[src/rtl/l_transform.sv]
// Grasshopper linear transform L, computed as ROUNDS iterations of R.
// Ports: clk/rst, data_i/valid_i/ready_o in, data_o/valid_o/ready_i out, busy_o.
module l_transform #(
  parameter int ROUNDS = 16,
  parameter int CNT_W  = 4
) (
  input  logic         clk,
  input  logic         rst,
  input  logic [255:0] data_i,
  input  logic         valid_i,
  output logic         ready_o,
  output logic [255:0] data_o,
  output logic         valid_o,
  input  logic         ready_i,
  output logic         busy_o
);

  typedef enum logic [1:0] {
    IDLE,
    BUSY,
    DONE
  } fsm_t;

  localparam logic [CNT_W-1:0] LAST = CNT_W'(ROUNDS - 1);

  // l() coefficient for byte a_k, indexed by k
  localparam logic [7:0] LC [0:15] = '{
    8'd1,   8'd148, 8'd32,  8'd133,
    8'd16,  8'd194, 8'd192, 8'd1,
    8'd251, 8'd1,   8'd192, 8'd194,
    8'd16,  8'd133, 8'd32,  8'd148
  };

  fsm_t             state;
  logic [127:0]     state_reg;
  logic [CNT_W-1:0] cnt;
  logic [127:0]     r_next;
  logic             unused_hi;

  assign unused_hi = ^data_i[255:128];

  // multiply by x modulo x^8+x^7+x^6+x+1
  function automatic logic [7:0] xtime(
    input logic [7:0] b
  );
    return {b[6:0], 1'b0} ^ (b[7] ? 8'hc3 : 8'h00);
  endfunction

  // constant coefficient c makes this a fixed xor network
  function automatic logic [7:0] gf_mul(
    input logic [7:0] a,
    input logic [7:0] c
  );
    logic [7:0] acc;
    logic [7:0] p;
    acc = 8'h00;
    p   = a;
    for (int i = 0; i < 8; i++) begin
      if (c[i]) acc = acc ^ p;
      p = xtime(p);
    end
    return acc;
  endfunction

  function automatic logic [7:0] l_fn(
    input logic [127:0] a
  );
    logic [7:0] acc;
    acc = 8'h00;
    for (int k = 0; k < 16; k++) begin
      acc = acc ^ gf_mul(a[8*k +: 8], LC[k]);
    end
    return acc;
  endfunction

  assign r_next = {l_fn(state_reg), state_reg[127:8]};

  always_ff @(posedge clk) begin
    if (rst) begin
      state     <= IDLE;
      state_reg <= '0;
      cnt       <= '0;
    end else begin
      unique case (state)
        IDLE: begin
          if (valid_i) begin
            state_reg <= data_i[127:0];
            cnt       <= '0;
            state     <= BUSY;
          end
        end
        BUSY: begin
          state_reg <= r_next;
          cnt       <= cnt + 1'b1;
          if (cnt == LAST) state <= DONE;
        end
        DONE: begin
          if (ready_i) begin
            if (valid_i) begin
              state_reg <= data_i[127:0];
              cnt       <= '0;
              state     <= BUSY;
            end else begin
              state <= IDLE;
            end
          end
        end
        default: state <= IDLE;
      endcase
    end
  end

  // outputs decode the state register; rst forces them quiet
  always_comb begin
    ready_o = 1'b0;
    valid_o = 1'b0;
    busy_o  = 1'b0;
    data_o  = '0;
    if (!rst) begin
      unique case (state)
        IDLE: ready_o = 1'b1;
        BUSY: busy_o  = 1'b1;
        DONE: begin
          ready_o = ready_i;
          valid_o = 1'b1;
          data_o  = {128'b0, state_reg};
        end
        default: ready_o = 1'b0;
      endcase
    end
  end

endmodule

[config.mk]
export PLATFORM = sky130hd
export DESIGN_NAME = l_transform
export DESIGN_NICKNAME = d
export VERILOG_FILES = /design/src/rtl/l_transform.sv
export SDC_FILE = /design/constraint.sdc
export NUM_CORES = 1
export LEC_CHECK = 0
export ABC_AREA = 0
export BUFFER_PORTS_ARGS = -buffer_cell sky130_fd_sc_hd__buf_2
export CORE_AREA = 2 2 201 203
export CTS_CLUSTER_SIZE = 28
export DETAILED_ROUTE_END_ITERATION = 8
export DIE_AREA = 0 0 203 205
export HOLD_SLACK_MARGIN = 0.05
export PLACE_DENSITY_LB_ADDON = 0.08
export SLEW_MARGIN = 15
export SYNTH_ARGS = -nofsm -noshare
export SYNTH_HDL_FRONTEND = slang
export SYNTH_SLANG_ARGS = --single-unit
[constraint.sdc]
create_clock -name clk -period 3.08 [get_ports clk]
set_input_delay 0 -clock clk [delete_from_list [all_inputs] [get_ports clk]]
set_output_delay 0 -clock clk [all_outputs]
set_load 0.005 [all_outputs]
Word level (Yosys, flattened, before mapping)
Index checks and enable logic that the tools add are counted.
Widths: inputs -> output; s select.
{"block": "totals", "register_bits": 134, "in_bits": 260, "output_inout_bits": 259, "elab_cells": 230}
{"block": "classes", "n_addsub": 1, "n_eq_ne": 6, "n_mux": 100, "n_bitwise": 116, "reduce_logical": 4}
{"cell": "$xor 8x8->8", "n": 116}
{"cell": "$mux 8", "n": 81}
{"cell": "$mux 128", "n": 4}
{"cell": "$pmux 128 s3", "n": 1}
{"cell": "$pmux 4 s3", "n": 1}
{"cell": "$mux 4", "n": 2}
{"cell": "$mux 1", "n": 6}
{"cell": "$mux 2", "n": 3}
{"cell": "$ne 2x2->1 const B", "n": 3}
{"cell": "$pmux 2 s3", "n": 1}
{"cell": "$add 4x1->4 const B", "n": 1}
{"cell": "$eq 4x4->1 const B", "n": 1}
{"cell": "$reduce_and 3->1", "n": 1}
{"cell": "$reduce_bool 3->1", "n": 1}
{"cell": "$eq 2x1->1 const B", "n": 1}
{"cell": "$eq 2x2->1 const B", "n": 1}
{"cell": "$logic_not 2->1", "n": 1}
{"cell": "$pmux 1 s2", "n": 1}
{"cell": "$reduce_and 2->1", "n": 1}

Depth between registers and ports, before layout
Gate-level depths: netlist of run 1.
{"block": "logic_depth", "depth_word": 31, "mapped_depth": 8, "ltp_nobuf": 7}

Worst setup path before layout of run 1
OpenSTA, ideal clock, no wires.
{"block": "synth_path", "path_type": "reg-to-reg", "start": "register state_reg[55]", "end": "register state_reg[126]", "setup_ns": 0.121, "t_arrival_ns": 2.378, "required_time_ns": 2.959, "setup_slack_ns": 0.581, "path_stages_with_launch": 9, "n_path_buf": 1, "synth_period_minus_slack_ns": 2.499, "cell_sequence": "dfxtp_1 > buf_6 > xor3_1 > xnor3_1 > xor3_1 > xnor3_1 > xnor3_1 > nand2_1 > a31oi_1"}
{"block": "synth_via", "elab_chain_len": 26}
{"item": "from (decl)", "line": "35", "rtl": "logic [127:0] state_reg;"}
{"item": "from (signal assigned)", "line": "87", "rtl": "state_reg <= data_i[127:0];"}
{"item": "from (signal assigned)", "line": "93", "rtl": "state_reg <= r_next;"}
{"item": "from (signal assigned)", "line": "100", "rtl": "state_reg <= data_i[127:0];"}
{"item": "$mux 8 (*)", "line": "46", "rtl": "return {b[6:0], 1'b0} ^ (b[7] ? 8'hc3 : 8'h00);"}
{"item": "$xor 8x8->8 (*)", "line": "46"}
{"item": "$mux 8", "line": "46"}
{"item": "$xor 8x8->8 (*)", "line": "46"}
{"item": "$mux 8", "line": "46"}
{"item": "$xor 8x8->8 (*)", "line": "46"}
{"item": "$mux 8", "line": "46"}
{"item": "$xor 8x8->8 (*)", "line": "46"}
{"item": "$mux 8", "line": "46"}
{"item": "$xor 8x8->8 (*)", "line": "46"}
{"item": "$mux 8", "line": "46"}
{"item": "$xor 8x8->8 (*)", "line": "46"}
{"item": "$mux 8", "line": "46"}
{"item": "$xor 8x8->8", "line": "46"}
{"item": "$xor 8x8->8 (*)", "line": "59", "rtl": "if (c[i]) acc = acc ^ p;"}
{"item": "$xor 8x8->8 (*) (10 in a row)", "line": "71", "rtl": "acc = acc ^ gf_mul(a[8*k +: 8], LC[k]);"}
{"item": "$pmux 128 s3 (*)", "line": "84", "rtl": "unique case (state)"}
Every way passes the cells marked *; elsewhere a longest branch is shown, timed or not.
A chain may end at the register's enable or synchronous reset.

Worst setup path after layout of run 1
{"block": "layout_path", "start": "register state_reg[68]", "end": "register state_reg[120]"}
{"block": "layout_via", "elab_chain_len": 21, "elab_cells_between_ends": 24, "classes_between": "5 x mux; 19 x bitwise"}
{"item": "$xor 8x8->8 (*) (3 in a row)", "line": "46"}
{"item": "$mux 8 (*)", "line": "46"}
{"item": "$xor 8x8->8 (*)", "line": "46"}
{"item": "$mux 8", "line": "46"}
{"item": "$xor 8x8->8", "line": "46"}
{"item": "$mux 8", "line": "46"}
{"item": "$xor 8x8->8", "line": "46"}
{"item": "$mux 8", "line": "46"}
{"item": "$xor 8x8->8", "line": "46"}
{"item": "$xor 8x8->8 (*)", "line": "59"}
{"item": "$xor 8x8->8 (*) (8 in a row)", "line": "71"}
{"item": "$pmux 128 s3 (*)", "line": "84"}
Marked as above.

==> flow_summary.ini, run 1 <==
[synthesis]
synthTopCellsByCount = nand2_1 (260), dfxtp_1 (134), xnor2_1 (131)
yosys_warnings = 0
synth_cell_types = 37
postSynthCellCount = 1243
synthFlopType = dfxtp_1
synth_top_area_share_pct = 26.4
yosys.area.top_type = dfxtp_1
netlist_area_um2 = 10200
synth_edf_count = 0
async_flop_share_pct = 0
ys_seq_area_share_pct = 26.4
syn_area_per_cell_um2 = 8.18
yosysMostFrequentCell = nand2_1
synth.area.top_cells = dfxtp_1 (26%), xnor2_1 (11%), a311oi_1 (10%)
synth-seq-cells = 134

[worst_setup_path]
r2r_end = state_reg[120]
path_depth = 7
crit_top_cell = xnor3_1
slowest_stage = xnor3_1
r2r_start = state_reg[68]
cpPeakStageDelay_ns = 0.52
critPathKind = flip-flop to flip-flop
cp-end-kind = flip-flop
arrival_ns = 3.16
endpoint = state_reg[120]
rrSetupSlack_ns = 0.28
reg2regPathDepth = 7
crit_chain = xor2_1 > xnor3_1 > xnor3_1 > xnor3_1 > xnor3_1 > nand2_1 > a31oi_1
cpLargestDelayFamily = XOR/XNOR gates
startpoint = state_reg[68]
cp.required_ns = 3.43
cp_max_fo = 4
startpoint_type = flip-flop
cp_num_buf_inv = 0

[route]
ant_nets = 0
route.detailed.drc = 0
vias_per_cell = 4.37
first_pass_iters = 5
routedWlPerCell_um = 19.9
first_iter_violations = 438
vias = 9356
routed_wl_um = 42600

[clocking]
cts_sinks = 134
cts_tree = done
clk_pin_slew_ns = 0.06
htreeDepth = 4
root_buffer = clkbuf_16
clk_path_buf_depth = 2
clock_latency_ns = 0.45
ctsResizeCount = 0
numCtsBuffers = 17

[sta]
clock_skew_ns = 0.0116
max_freq_ghz = 0.357
slew_headroom_pct = 55.8
min_period_over_period_pct = 91.0
slew_violations = 0
min_period_ns = 2.80
setup_viol = 0
worstMarginPinSlew_ns = 0.664
hold_viol = 0
rsz0062_at_grt = no
final.setup.tns_ns = 0

[global_route]
overflow = 0
grt_antenna_before_repair = 0
grt_max_degree = 90
grt_pass1_wl_um = 61300
grtUsageTotal_pct = 20.2
grt_pass1_vias = 9174

[floorplan]
fp.dieH_um = 205
die_x_um = 203
core_area_um2 = 39400
fp-row-count = 73
dieArea_um2 = 41600
start_util_pct = 25.8
io_pins = 519

[run_status]
status = completed

[finish]
largest_reg_flops = 130
synthToLayoutAreaGrowth_pct = 33.5
final_nets = 1867
final_area_um2 = 13600
drive_gt1_share_pct = 22.2
diodes = 0

[power_and_ir_drop]
p_leak_nw = 6.33
power_density_nw_per_um2 = 741
peakVddDrop_uv = 567

[flow_run]
cap_violations = 0

[placed_design]
gp_congestion = 0.800
dpl_cell_area_um2 = 11700
port_buffers = 262
place_hpwl_um = 32000

[min_path]
hp-class = primary input to flip-flop
==> cells by family (layout without fill, tap and decap cells) <==
logic type	after synthesis	after routing	share of synthesized area, %
simple gates	536	536	23.4
buf+inv	229	477	14.1
xor+xnor	210	210	24.8
flops	134	134	26.4
compound gates	132	132	11.2
fa+ha+maj	1	1	0.123
other cells	1	128	0.0369
==> layout by cell type, fill, tap and decap left out, drive strengths merged, types with 2 or more instances in the layout <==
cell type and instances:
clkbuf 23, xnor2 134, bufinv 3, and2 128, nor3b 2, xor3 4, a211oi 4, dlygate4sd3 129
a2111oi 2, clkinvlp 3, a311oi 120, clkinv 2, dfxtp 134, nand3 4, a31oi 2, nand2 260
buf 317, a21oi 3, nor2 127, xor2 30, nand2b 2, nor3 3, xnor3 42, conb 128
and3 6
==> layout make-up <==
type / count / area (µm²)
fillers: 4279 / 25800
multi-input cells: 1007 / 6560
repair buffers: 446 / 3080
flip-flops and latches: 134 / 2680
well taps: 525 / 657
clock buffers: 23 / 478
clock inverters: 8 / 123
==> through the flow <==
| step | worst slack [ns] | power, mW | util [%] | hold slack [ns] | instances |
|---|---|---|---|---|---|
| after CTS | 0.230 | 10.2 | 34.5 | 0.0944 | 2143 |
| after global routing | 0.129 | 10.6 | 34.5 | 0.135 | 2143 |
| after detailed placement | 0.256 | 7.82 | 29.7 | 0.275 | 1983 |
| after global placement | 0.296 | 7.82 | 29.7 | 0.271 | 1983 |
| after floorplan | 0.581 | 6.51 | - | 0.152 | 1370 |
| final | 0.278 | 10.1 | 34.5 | 0.106 | 2143 |
==> timing repair <==
action,4_1_cts,5_1_grt
endpoints found under the hold margin,129,0
setup buffers,0,0
hold buffers,129,0
==> how the worst min path moves through the flow <==
stage | from | endpoint | slack, ns | cells after the start
2_1_floorplan | data_i[120] | state_reg[120] | 0.15 | 2
3_3_place_gp | data_i[113] | state_reg[113] | 0.27 | 3
3_5_place_dp | data_i[68] | state_reg[68] | 0.27 | 3
4_1_cts | rst | state[0] | 0.09 | 2
5_1_grt | rst | state[0] | 0.13 | 2
6_report | rst | state[0] | 0.11 | 2
==> report_power, final <==
part	total, mW	leakage, nW	switching [mW]	internal (mW)
registers	2.30	1.11	0.357	1.94
logic	5.58	4.93	2.44	3.14
clock network	2.18	0.285	0.849	1.33
total	10.1	6.33	3.64	6.41
==> metal layers <==
| layer | track usage [%] | vias to the layer above | share of wire (%) |
|---|---|---|---|
| li1 | - | 4589 | - |
| met1 | 28.3 | 4434 | 48 |
| met2 | 33.1 | 311 | 47 |
| met3 | 3.01 | 22 | 4.6 |
| met4 | 3.75 | 0 | 0.98 |
| met5 | 0 | - | 0 |
(Power assumes the default switching activity.)
==> inputs of run 2 (changes only) <==
--- a/config.mk
+++ b/config.mk
@@ -7,6 +7,8 @@
 export LEC_CHECK = 0
 export ABC_AREA = 0
 export BUFFER_PORTS_ARGS = -buffer_cell sky130_fd_sc_hd__buf_2
+export CELL_PAD_IN_SITES_DETAIL_PLACEMENT = 1
+export CELL_PAD_IN_SITES_GLOBAL_PLACEMENT = 1
 export CORE_AREA = 2 2 201 203
 export CTS_CLUSTER_SIZE = 28
 export DETAILED_ROUTE_END_ITERATION = 8
==> flow_summary.ini, run 2 (synthesized netlist as in run 1, its figures left out) <==
[run_status]
status = completed

[finish]
synthToLayoutAreaGrowth_pct = 34.9
drive_gt1_share_pct = 22.3
final_nets = 1884
largest_reg_flops = 130
fin_util_pct = 34.8
final_cell_mix = buf_2 (261), nand2_1 (260), dlygate4sd3_1 (145)
diodes = 0
layout_commonest_cell = buf_2

[sta]
final.setup.tns_ns = 0
worstMarginPinSlew_ns = 0.865
min_period_over_period_pct = 90.1
finalWorstSetupSlack_ns = 0.305
clock_skew_ns = 0.0149
hold_viol = 0
slew_violations = 0
slew_headroom_pct = 42.4
setup_viol = 0
rsz0062_at_grt = no
max_freq_ghz = 0.360
min_period_ns = 2.78

[flow_run]
cap_violations = 0

[route]
wl_met3_um = 1810
route.detailed.drc = 0
routedWlPerCell_um = 20.4
met1_length_um = 21000
vias = 9555
wl_met2_um = 21000
first_pass_iters = 5
ant_nets = 0
top_layer = met4
routed_wl_um = 44200
vias_per_cell = 4.42
first_iter_violations = 339

[clocking]
clock_latency_ns = 0.43
numCtsBuffers = 17
post_cts_buffers = 0
htreeDepth = 4
cts_tree = done
cts_sinks = 134
root_buffer = clkbuf_16
clk_pin_slew_ns = 0.07
clk_path_buf_depth = 2

[min_path]
hp-class = primary input to flip-flop

[placed_design]
port_buffers = 262
gp_congestion = 0.809
place_hpwl_um = 32700
dp_slack_ns = 0.305

[floorplan]
fp-row-count = 73
die_x_um = 203
dieArea_um2 = 41600
start_util_pct = 25.8
io_pins = 519
fp.dieH_um = 205
core_area_um2 = 39400

[global_route]
overflow = 0
grt_pass1_wl_um = 64500
grt_max_degree = 79
grt_pass1_vias = 9870
grt_antenna_before_repair = 0
grtUsageTotal_pct = 21.0

[worst_setup_path]
crit_top_cell = xnor2_1
cpPeakStageDelay_ns = 0.51
cp_max_fo = 5
cp-end-kind = flip-flop
cp.required_ns = 3.42
arrival_ns = 3.11
slowest_stage = dfxtp_1
crit_chain = xnor2_1 > xnor2_1 > xor2_1 > xnor3_2 > xnor3_1 > nand2_1 > a31oi_1
critPathKind = flip-flop to flip-flop
startpoint_type = flip-flop

[power_and_ir_drop]
peakVddDrop_uv = 798
power_density_nw_per_um2 = 720
p_leak_nw = 6.40
-- run 2: path summary, 6_finish.rpt --
kind	startpoint	endpoint	slack (ns)	depth (start not counted)
max	state_reg[46]	state_reg[120]	0.30	7
min	valid_i	state_reg[91]	0.10	4
max reg2reg	state_reg[46]	state_reg[120]	0.30	7
min reg2reg	cnt[1]	cnt[1]	0.49	2
-- run 2: metal layers --
metal | up-vias | GRT usage, %
li1 | 4625 | -
met1 | 4633 | 28.7
met2 | 274 | 35.6
met3 | 23 | 2.66
met4 | 0 | 3.78
met5 | - | 0
-- run 2: power breakdown --
part	switching, mW	internal [mW]
sequential	0.368	1.94
combinational	2.41	3.18
clock	0.923	1.06
-- run 2: area by class of cell --
type,count,area (µm²)
Sequential cell,134,2680
Tap cell,525,657
Multi-Input combinational cell,1007,6560
Timing Repair Buffer,463,3270
Clock inverter,13,98.8
Fill cell,4732,25600
Clock buffer,19,443
-- run 2: worst max-delay path, delay by kind of cell (launching register included) --
| kind | cells | cell delay, ns |
|---|---|---|
| xor+xnor | 5 | 1.91 |
| flops | 1 | 0.51 |
| simple gates | 1 | 0.06 |
| compound gates | 1 | 0.20 |
-- run 2: what timing repair did --
item                       in CTS  in global routing
hold buffers                  145                  0
gates resized for setup         0                  1
setup endpoints to repair       0                  1
hold endpoints to repair      129                  0
-- run 2: stage by stage --
stage / power, mW / area, µm² / std cells / hold slack [ns]
6_report: 9.87 / 13700 / 2161 / 0.103
5_1_grt: 10.4 / 13700 / 2161 / 0.117
4_1_cts: 9.97 / 13700 / 2161 / 0.0899
3_5_place_dp: 7.76 / 11700 / 1984 / 0.276
3_3_place_gp: 7.76 / 11700 / 1984 / 0.272
2_1_floorplan: 6.51 / 10600 / 1370 / 0.152
